===== src/rtl/mem_if_pkg.sv =====
// Shared constants, word type and parity helper for the mem_if storage block.
// Latency: n/a (declarations only).
// Backpressure: n/a.
package mem_if_pkg;

    localparam int DEF_WIDTH = 8;
    localparam int DEF_DEPTH = 16;

    typedef logic [DEF_WIDTH-1:0] word_t;

    // Even-parity bit for up to 32 data bits; zero-extended inputs leave the result unchanged.
    function automatic logic even_parity(input logic [31:0] d);
        return ^d;
    endfunction

endpackage


===== src/rtl/mem_if_if.sv =====
// Bundle of strobes, address and data between a requester and mem_if.
// Latency: n/a (wiring only). Parity ports exist only when MEM_IF_PARITY_EN is defined.
// Backpressure: none; the requester may issue one read and/or write every cycle.
interface mem_if_if
    import mem_if_pkg::*;
#(
    parameter int WIDTH = DEF_WIDTH,
    parameter int DEPTH = DEF_DEPTH
) ();

    logic                     write_en;
    logic                     read_en;
    logic [$clog2(DEPTH)-1:0] addr;
    logic [WIDTH-1:0]         data_in;
    logic [WIDTH-1:0]         data_out;
    logic                     rd_valid;
`ifdef MEM_IF_PARITY_EN
    logic                     par_inject;
    logic                     parity_err;

    modport master (output write_en, read_en, addr, data_in, par_inject,
                    input  data_out, rd_valid, parity_err);
    modport slave  (input  write_en, read_en, addr, data_in, par_inject,
                    output data_out, rd_valid, parity_err);
`else
    modport master (output write_en, read_en, addr, data_in,
                    input  data_out, rd_valid);
    modport slave  (input  write_en, read_en, addr, data_in,
                    output data_out, rd_valid);
`endif

endinterface


===== src/rtl/mem_if_array.sv =====
// Flop-based word array with one write port and one registered read port (old data on collision).
// Latency: write lands at the strobe edge; read data appears one cycle after rd_en.
// Backpressure: none; read register holds its value when rd_en is low.
module mem_if_array #(
    parameter int W     = 8,
    parameter int DEPTH = 16,
    parameter int AW    = $clog2(DEPTH)
) (
    input  logic          clk,
    input  logic          rst_n,
    input  logic          wr_en,
    input  logic          rd_en,
    input  logic [AW-1:0] addr,
    input  logic [W-1:0]  wr_dat,
    output logic [W-1:0]  rd_dat
);

    logic [DEPTH-1:0][W-1:0] mem_q, mem_d;
    logic [W-1:0]            rd_dat_q, rd_dat_d;

    // Next array contents and read register; unaddressed words and idle cycles hold.
    always_comb begin
        mem_d    = mem_q;
        rd_dat_d = rd_dat_q;
        if (wr_en) begin
            mem_d[addr] = wr_dat;
        end
        if (rd_en) begin
            rd_dat_d = mem_q[addr];
        end
    end

    // Storage is cleared as a whole by reset so no stale word survives it.
    always_ff @(posedge clk or negedge rst_n) begin
        if (!rst_n) begin
            mem_q    <= '0;
            rd_dat_q <= '0;
        end else begin
            mem_q    <= mem_d;
            rd_dat_q <= rd_dat_d;
        end
    end

    assign rd_dat = rd_dat_q;

endmodule


===== src/rtl/mem_if.sv =====
// Single-port word memory with write-first read forwarding and rd_valid pulse; optional parity via MEM_IF_PARITY_EN.
// Latency: read data and rd_valid one cycle after read_en; writes land at the strobe edge.
// Backpressure: none; full throughput, a read and/or write every cycle.
module mem_if
    import mem_if_pkg::*;
#(
    parameter int WIDTH = DEF_WIDTH,
    parameter int DEPTH = DEF_DEPTH
) (
    input  logic     clk,
    input  logic     rst_n,
    mem_if_if.slave  bus
);

`ifdef MEM_IF_PARITY_EN
    localparam int SW = WIDTH + 1;   // stored word: {parity, data}
`else
    localparam int SW = WIDTH;
`endif

    if (WIDTH < 1 || WIDTH > 32) begin : g_bad_width
        $error("mem_if: WIDTH must be 1..32");
    end
    if (DEPTH < 2 || DEPTH > 256 || (DEPTH & (DEPTH - 1)) != 0) begin : g_bad_depth
        $error("mem_if: DEPTH must be a power of two in 2..256");
    end

    logic [SW-1:0] wr_word;
    logic [SW-1:0] arr_rdat;
    logic [SW-1:0] rd_word;
    logic [SW-1:0] fwd_word_q, fwd_word_d;
    logic          fwd_q, fwd_d;
    logic          rd_valid_q, rd_valid_d;

    // Word as written to storage; injection flips the parity bit to model a corrupted entry.
    always_comb begin
`ifdef MEM_IF_PARITY_EN
        wr_word = {even_parity(32'(bus.data_in)) ^ bus.par_inject, bus.data_in};
`else
        wr_word = bus.data_in;
`endif
    end

    mem_if_array #(
        .W     (SW),
        .DEPTH (DEPTH)
    ) u_array (
        .clk    (clk),
        .rst_n  (rst_n),
        .wr_en  (bus.write_en),
        .rd_en  (bus.read_en),
        .addr   (bus.addr),
        .wr_dat (wr_word),
        .rd_dat (arr_rdat)
    );

    // A read colliding with a write returns the new word; the array itself returns old data,
    // so remember which source the latest read should use until the next read.
    always_comb begin
        fwd_d      = fwd_q;
        fwd_word_d = fwd_word_q;
        rd_valid_d = bus.read_en;
        if (bus.read_en) begin
            fwd_d = bus.write_en;
            if (bus.write_en) begin
                fwd_word_d = wr_word;
            end
        end
    end

    // Forwarding state and valid pulse; reset drops any read still in flight.
    always_ff @(posedge clk or negedge rst_n) begin
        if (!rst_n) begin
            fwd_q      <= 1'b0;
            fwd_word_q <= '0;
            rd_valid_q <= 1'b0;
        end else begin
            fwd_q      <= fwd_d;
            fwd_word_q <= fwd_word_d;
            rd_valid_q <= rd_valid_d;
        end
    end

    assign rd_word      = fwd_q ? fwd_word_q : arr_rdat;
    assign bus.data_out = rd_word[WIDTH-1:0];
    assign bus.rd_valid = rd_valid_q;

`ifdef MEM_IF_PARITY_EN
    assign bus.parity_err = rd_valid_q & (rd_word[WIDTH] ^ even_parity(32'(rd_word[WIDTH-1:0])));
`endif

endmodule


===== src/flat_wrapper.sv =====
// flat-port wrapper written by rule: the top's interface ports become plain ports
module mem_if_flat import mem_if_pkg::*;
#(
    parameter int WIDTH = DEF_WIDTH,
    parameter int DEPTH = DEF_DEPTH
)
  (clk, rst_n, bus_write_en, bus_read_en, bus_addr, bus_data_in, bus_data_out, bus_rd_valid);
  mem_if_if #(.WIDTH(WIDTH), .DEPTH(DEPTH)) bus_i ();
  input  logic clk;
  input  logic rst_n;
  input wire logic [$bits(bus_i.write_en)-1:0] bus_write_en;
  input wire logic [$bits(bus_i.read_en)-1:0] bus_read_en;
  input wire logic [$bits(bus_i.addr)-1:0] bus_addr;
  input wire logic [$bits(bus_i.data_in)-1:0] bus_data_in;
  output wire logic [$bits(bus_i.data_out)-1:0] bus_data_out;
  output wire logic [$bits(bus_i.rd_valid)-1:0] bus_rd_valid;
  assign bus_i.write_en = bus_write_en;
  assign bus_i.read_en = bus_read_en;
  assign bus_i.addr = bus_addr;
  assign bus_i.data_in = bus_data_in;
  assign bus_data_out = bus_i.data_out;
  assign bus_rd_valid = bus_i.rd_valid;
  mem_if #(.WIDTH(WIDTH), .DEPTH(DEPTH)) u_core (.clk(clk), .rst_n(rst_n), .bus(bus_i));
endmodule

===== config.mk =====
export PLATFORM = sky130hd
export DESIGN_NAME = mem_if_flat
export DESIGN_NICKNAME = d
export VERILOG_FILES = /design/src/rtl/mem_if_pkg.sv /design/src/rtl/mem_if_if.sv /design/src/rtl/mem_if_array.sv /design/src/rtl/mem_if.sv /design/src/flat_wrapper.sv
export SDC_FILE = /design/constraint.sdc
export NUM_CORES = 1
export LEC_CHECK = 0
export CORE_MARGIN = 8
export CORE_UTILIZATION = 29
export CTS_BUF_LIST = sky130_fd_sc_hd__clkbuf_16
export DETAILED_ROUTE_END_ITERATION = 8
export DONT_BUFFER_PORTS = 1
export GPL_ROUTABILITY_DRIVEN = 1
export PLACE_DENSITY = 0.5
export REMOVE_ABC_BUFFERS = 1
export SKIP_LAST_GASP = 1
export SYNTH_ARGS = -nofsm -noshare
export SYNTH_HDL_FRONTEND = slang
export SYNTH_SLANG_ARGS = --single-unit

===== constraint.sdc =====
create_clock -name clk -period 1.2 [get_ports clk]
set_input_delay 0.24 -clock clk [delete_from_list [all_inputs] [get_ports clk]]
set_output_delay 0.24 -clock clk [all_outputs]
set_load 0.02 [all_outputs]

Yosys cells after proc, flatten, opt, wreduce, memory -nomap -nowiden --
Cells that the tools add are included.
Cells by class: reduce and logical (&&, ||, !) cells 2, mux-type cells 6, order comparisons 2
Operators by type and width (number):
- bitwise mux 128 bit | 1
- binary-select mux 8 bit (select 4 bit) | 1
- demux 8 bit (select 4 bit) | 1
- 2-to-1 mux 8 bit | 3
- < comparator 4 x 5 -> 1 bit, second input constant | 1
- >= comparator 4 x 1 -> 1 bit, second input constant | 1
- AND reduction 2 bit | 1
- logical AND 1 bit | 1
Storage, ports and cells: word-level logic and storage cells 30, output and inout port bits 9, register bits 146

Depth between registers and ports, before layout --
depth after elaboration 5, depth in mapped cells 6, gate-level depth less buffers 4

Cells and area by module --
From an unflattened synthesis, not the netlist that was laid out.
Second synthesis, totals: cell total of the unflattened synthesis 432, area total of the unflattened synthesis 6685.2 um^2
By module, submodules not included:
- mem_if_array | area an instance 6229.7 um^2, cells each 402, sequential area each 3403.3 um^2, times used 1
- mem_if | area an instance 455.4 um^2, cells each 30, sequential area each 250.2 um^2, times used 1

Least setup slack after synthesis --
OpenSTA, ideal clock, no wires.
path type input -> register, start point input bus_addr[2], end point register u_core.u_array.mem_q[104] (netlist name), slack -0.247 ns, setup time 0.125 ns, buffers on the path 2, stages 5, data arrival time 1.322 ns, data required time 1.075 ns, path through buf_4 > buf_4 > nand2_1 > nor2_2 > mux2_2
Between the ends: cells in the longest elaborated chain, start to end 5
RTL lines:
- from (decl) | RTL line flat_wrapper.sv:13 | input wire logic [$bits(bus_i.addr)-1:0] bus_addr;
- < comparator 4 x 5 -> 1 bit (not written as such) or >= comparator 4 x 1 -> 1 bit (tied branches) | RTL line mem_if_array.sv:26 | mem_d[addr] = wr_dat;
- logical AND 1 bit (not written as such) | RTL line mem_if_array.sv:26
- 2-to-1 mux 8 bit (not written as such) | RTL line mem_if_array.sv:26
- demux 8 bit (select 4 bit) * | RTL line mem_if_array.sv:26
- bitwise mux 128 bit * | RTL line mem_if_array.sv:26
- to (signal assigned) | RTL line mem_if_array.sv:39 | mem_q <= mem_d;
- to (decl) | RTL line mem_if_array.sv:18 | logic [DEPTH-1:0][W-1:0] mem_q, mem_d;
Mark *: on every way between the ends. The rest lies on a longest branch, timed or not. A chain may end at the register's enable or synchronous reset.

Final worst setup path --
start point register u_core.fwd_q, end point output bus_data_out[3]
Between the ends: cells in the longest elaborated chain, start to end 1
RTL lines:
- from (decl) | RTL line mem_if.sv:32 | logic fwd_q, fwd_d;
- from (signal assigned) | RTL line mem_if.sv:78 | fwd_q <= fwd_d;
- 2-to-1 mux 8 bit | RTL line mem_if.sv:84 | assign rd_word = fwd_q ? fwd_word_q : arr_rdat;
- to (decl) | RTL line flat_wrapper.sv:15 | output wire logic [$bits(bus_i.data_out)-1:0] bus_data_out;
Every way passes these cells.

==> results_dict.tcl <==
set metrics [dict create \
    min_path_type "input pin to asynchronous set/reset pin" \
    clock.fmax_mhz 638.0 \
    period_needed_ns 1.567 \
    ctsHtreeMaxLevel 4 \
    die_h_um 167.7 \
    yosysUniqueCellTypes 34 \
    maxCapViolCount 0 \
    initial_core_util_pct 29.46 \
    wirelength_um 16690 \
    p_per_area_mw_per_mm2 1798 \
    nets 504 \
    drc 0 \
    numCtsBuffers 17 \
    reg2reg_depth 3 \
    clk_path_buf_depth 2 \
    grt-ovfl-total 0 \
    ys_ff_latch 146 \
    holdWs_ns -0.4940 \
    firstDrtPassIters 4 \
    crit_end "bus_data_out[3]" \
    slowest_stage "dfrtp_1" \
    clk_latency_ns 0.43 \
    die_area_mm2 0.02811 \
    finalPower_mw 14.32 \
    required_ns 0.96 \
    die_w_um 167.7 \
    hpwl_um 10680 \
    setup_tns_ns -3.617 \
    antenna_found_initial 0 \
    path_class "flop to primary output" \
    core_mm2 0.02264 \
    ys_seq_area_share_pct 54.77 \
    layout_setup_ws_ns -0.3673 \
    place_ws_ns -0.2611 \
    synth_top_cell_area_share_pct 54.77 \
    slew_viol_final 0 \
    mappedNetlistArea_mm2 0.006670 \
    crit_buf_inv 1 \
    p_leak_nw 3.445 \
    path_depth 2 \
    relSlewSlack_pct 43.12 \
    reg2reg_to "u_core.u_array.rd_dat[7]" \
    io_buffers 0 \
    syn_inst 456 \
    outcome "finished, violations left" \
    setup_violations 16 \
    final_core_util_pct 35.17 \
    hold_buffers 9 \
    synth_area_per_cell_um2 14.63 \
    tightest_slew_ns 0.8531 \
    rrSetupSlack_ns -0.16 \
    crit_start "u_core.fwd_q" \
    grt_setup_unrepaired "yes" \
    drt-initial-drc-count 224 \
    max_stage_delay_ns 0.39 \
    grt_max_degree 147 \
    yosys.area.top_type "dfrtp_1" \
    grt_pass1_wl_um 26250 \
    cp_data_arrival_time_ns 1.33 \
    num_antenna_cells 0 \
    area_delta_synth_final_pct 19.38 \
    root_buffer "clkbuf_16" \
    cts.sinks 146 \
    io_pins 25 \
    grt_use_total_pct 12.41 \
    drtAntennaViolNets 0 \
    yosysWarnings 0 \
    layout-drive-gt1-share_pct 48.20 \
    worstSetupStartpointType "flop" \
    path_cells "buf_12 > mux2_4" \
    via_count 3900 \
    viasPerCell 4.968 \
    cp_max_fo 9 \
    first_global_vias 4234 \
    ir_drop_mv 1.022 \
    hold_viol 146 \
    rr_startpoint "u_core.u_array.mem_q[119]" \
    place_congestion 0.7519 \
    synth_area_leaders "dfrtp_1 55%, mux2_2 24%, mux4_2 5.4%" \
    path_delay_family "flip-flops" \
    cts_tree "yes" \
    std_cell_rows 55 \
    fin_skew_ns 0.009589 \
    violations "negative hold slack, negative setup slack" \
    path_clk_slew_ns 0.06 \
    post-route-period-util_pct 130.6 \
    end_kind "primary output" \
    wl_per_cell_um 21.26 \
]
kinds of logic (layout without fill, tap and decap cells):
logic type | count (synthesis) | count (layout) | synth area share (%)
simple gates | 57 | 57 | 5.046
buf+inv | 28 | 72 | 2.213
flops | 146 | 146 | 54.77
compound gates | 33 | 33 | 3.451
mux | 192 | 192 | 34.52
worst min path at each step:
stage | from | end | slack [ns] | depth (start not counted)
finish | rst_n | u_core.u_array.mem_q[124] | -0.49 | 0
global route | rst_n | u_core.u_array.mem_q[52] | -0.52 | 0
CTS | rst_n | u_core.u_array.mem_q[116] | -0.51 | 0
detailed placement | rst_n | u_core.u_array.mem_q[124] | -0.05 | 0
global placement | rst_n | u_core.u_array.mem_q[119] | -0.05 | 0
floorplan | rst_n | u_core.bus.rd_valid | -0.06 | 0
placed cells by master (no fill, tap or decap), types with 5 or more instances in the layout:
cell type / n
mux2_4: 8
mux2_2: 136
buf_4: 24
nor2_1: 17
buf_12: 6
a22oi_2: 5
a31oi_1: 8
mux2i_1: 32
dlymetal6s4s_1: 7
clkbuf_16: 17
nor2b_1: 5
nand2_1: 12
dfrtp_1: 146
mux4_2: 16
nor2_2: 5
o22ai_1: 10
metal layers:
metal	share of wire (%)	wire, um	vias to the layer above	global-route usage (%)
li1	-	-	1748	-
met1	48	8069	2069	16.89
met2	47	7822	64	19.14
met3	3.3	545	19	2.727
met4	1.5	254	0	4.425
met5	0	0	-	0
cell usage after synthesis:
| cell type | number |
|---|---|
| dfrtp_1 | 146 |
| mux2_2 | 144 |
| mux2i_1 | 32 |
| nor2_1 | 17 |
| mux4_2 | 16 |
| clkbuf_1 | 12 |
| nand2_1 | 12 |
| o22ai_1 | 10 |
| a31oi_1 | 8 |
| buf_4 | 8 |
| a22oi_1 | 5 |
| nor2_2 | 5 |
| nor2b_1 | 5 |
| buf_2 | 4 |
| a221oi_1 | 3 |
| nand2b_1 | 3 |
| o21ai_0 | 3 |
| o221a_2 | 3 |
| inv_1 | 2 |
| nand3_1 | 2 |
| nor3_2 | 2 |
| nor3_4 | 2 |
| and2_0 | 1 |
| buf_1 | 1 |
| buf_6 | 1 |
| nand2_2 | 1 |
| nand3b_1 | 1 |
| nand4_1 | 1 |
| nand4_2 | 1 |
| nor4_4 | 1 |
| o21ai_1 | 1 |
| or3_1 | 1 |
| or3b_1 | 1 |
| or3b_2 | 1 |
power by group:
| part | total, mW | switching [mW] | internal (mW) |
|---|---|---|---|
| clock | 5.46 | 2.03 | 3.42 |
| combinational | 2.30 | 0.887 | 1.41 |
| sequential | 6.56 | 0.544 | 6.02 |
| total | 14.3 | 3.47 | 10.9 |
area by class of cell:
type                            instances  area, um2
Clock buffer                           17      425.4
Clock inverter                         14      170.2
Fill cell                            2160      14680
Inverter                                2      7.507
Multi-Input combinational cell        282       2942
Sequential cell                       146       3654
Tap cell                              285      356.6
Timing Repair Buffer                   39      407.9
registers in the layout (all words and copies together) (netlist names):
name / count
u_core.u_array.mem_q: 128
u_core.fwd_word_q: 8
u_core.u_array.rd_dat: 8
u_core.bus.rd_valid: 1
u_core.fwd_q: 1
stage by stage:
stage          cells  area, um2
3_3_place_gp     745       7187
2_1_floorplan    430       6530
3_5_place_dp     745       7187
4_1_cts          784       7921
5_1_grt          785       7963
6_report         785       7963
timing repair:
| action | CTS | global route |
|---|---|---|
| pin swaps | 3 | 2 |
| endpoints found under the setup margin | 16 | 124 |
| gates resized for setup | 16 | 10 |
| setup buffers | 0 | 1 |
| hold endpoints to repair | 292 | 146 |
Power figures use the tool's default switching activity.
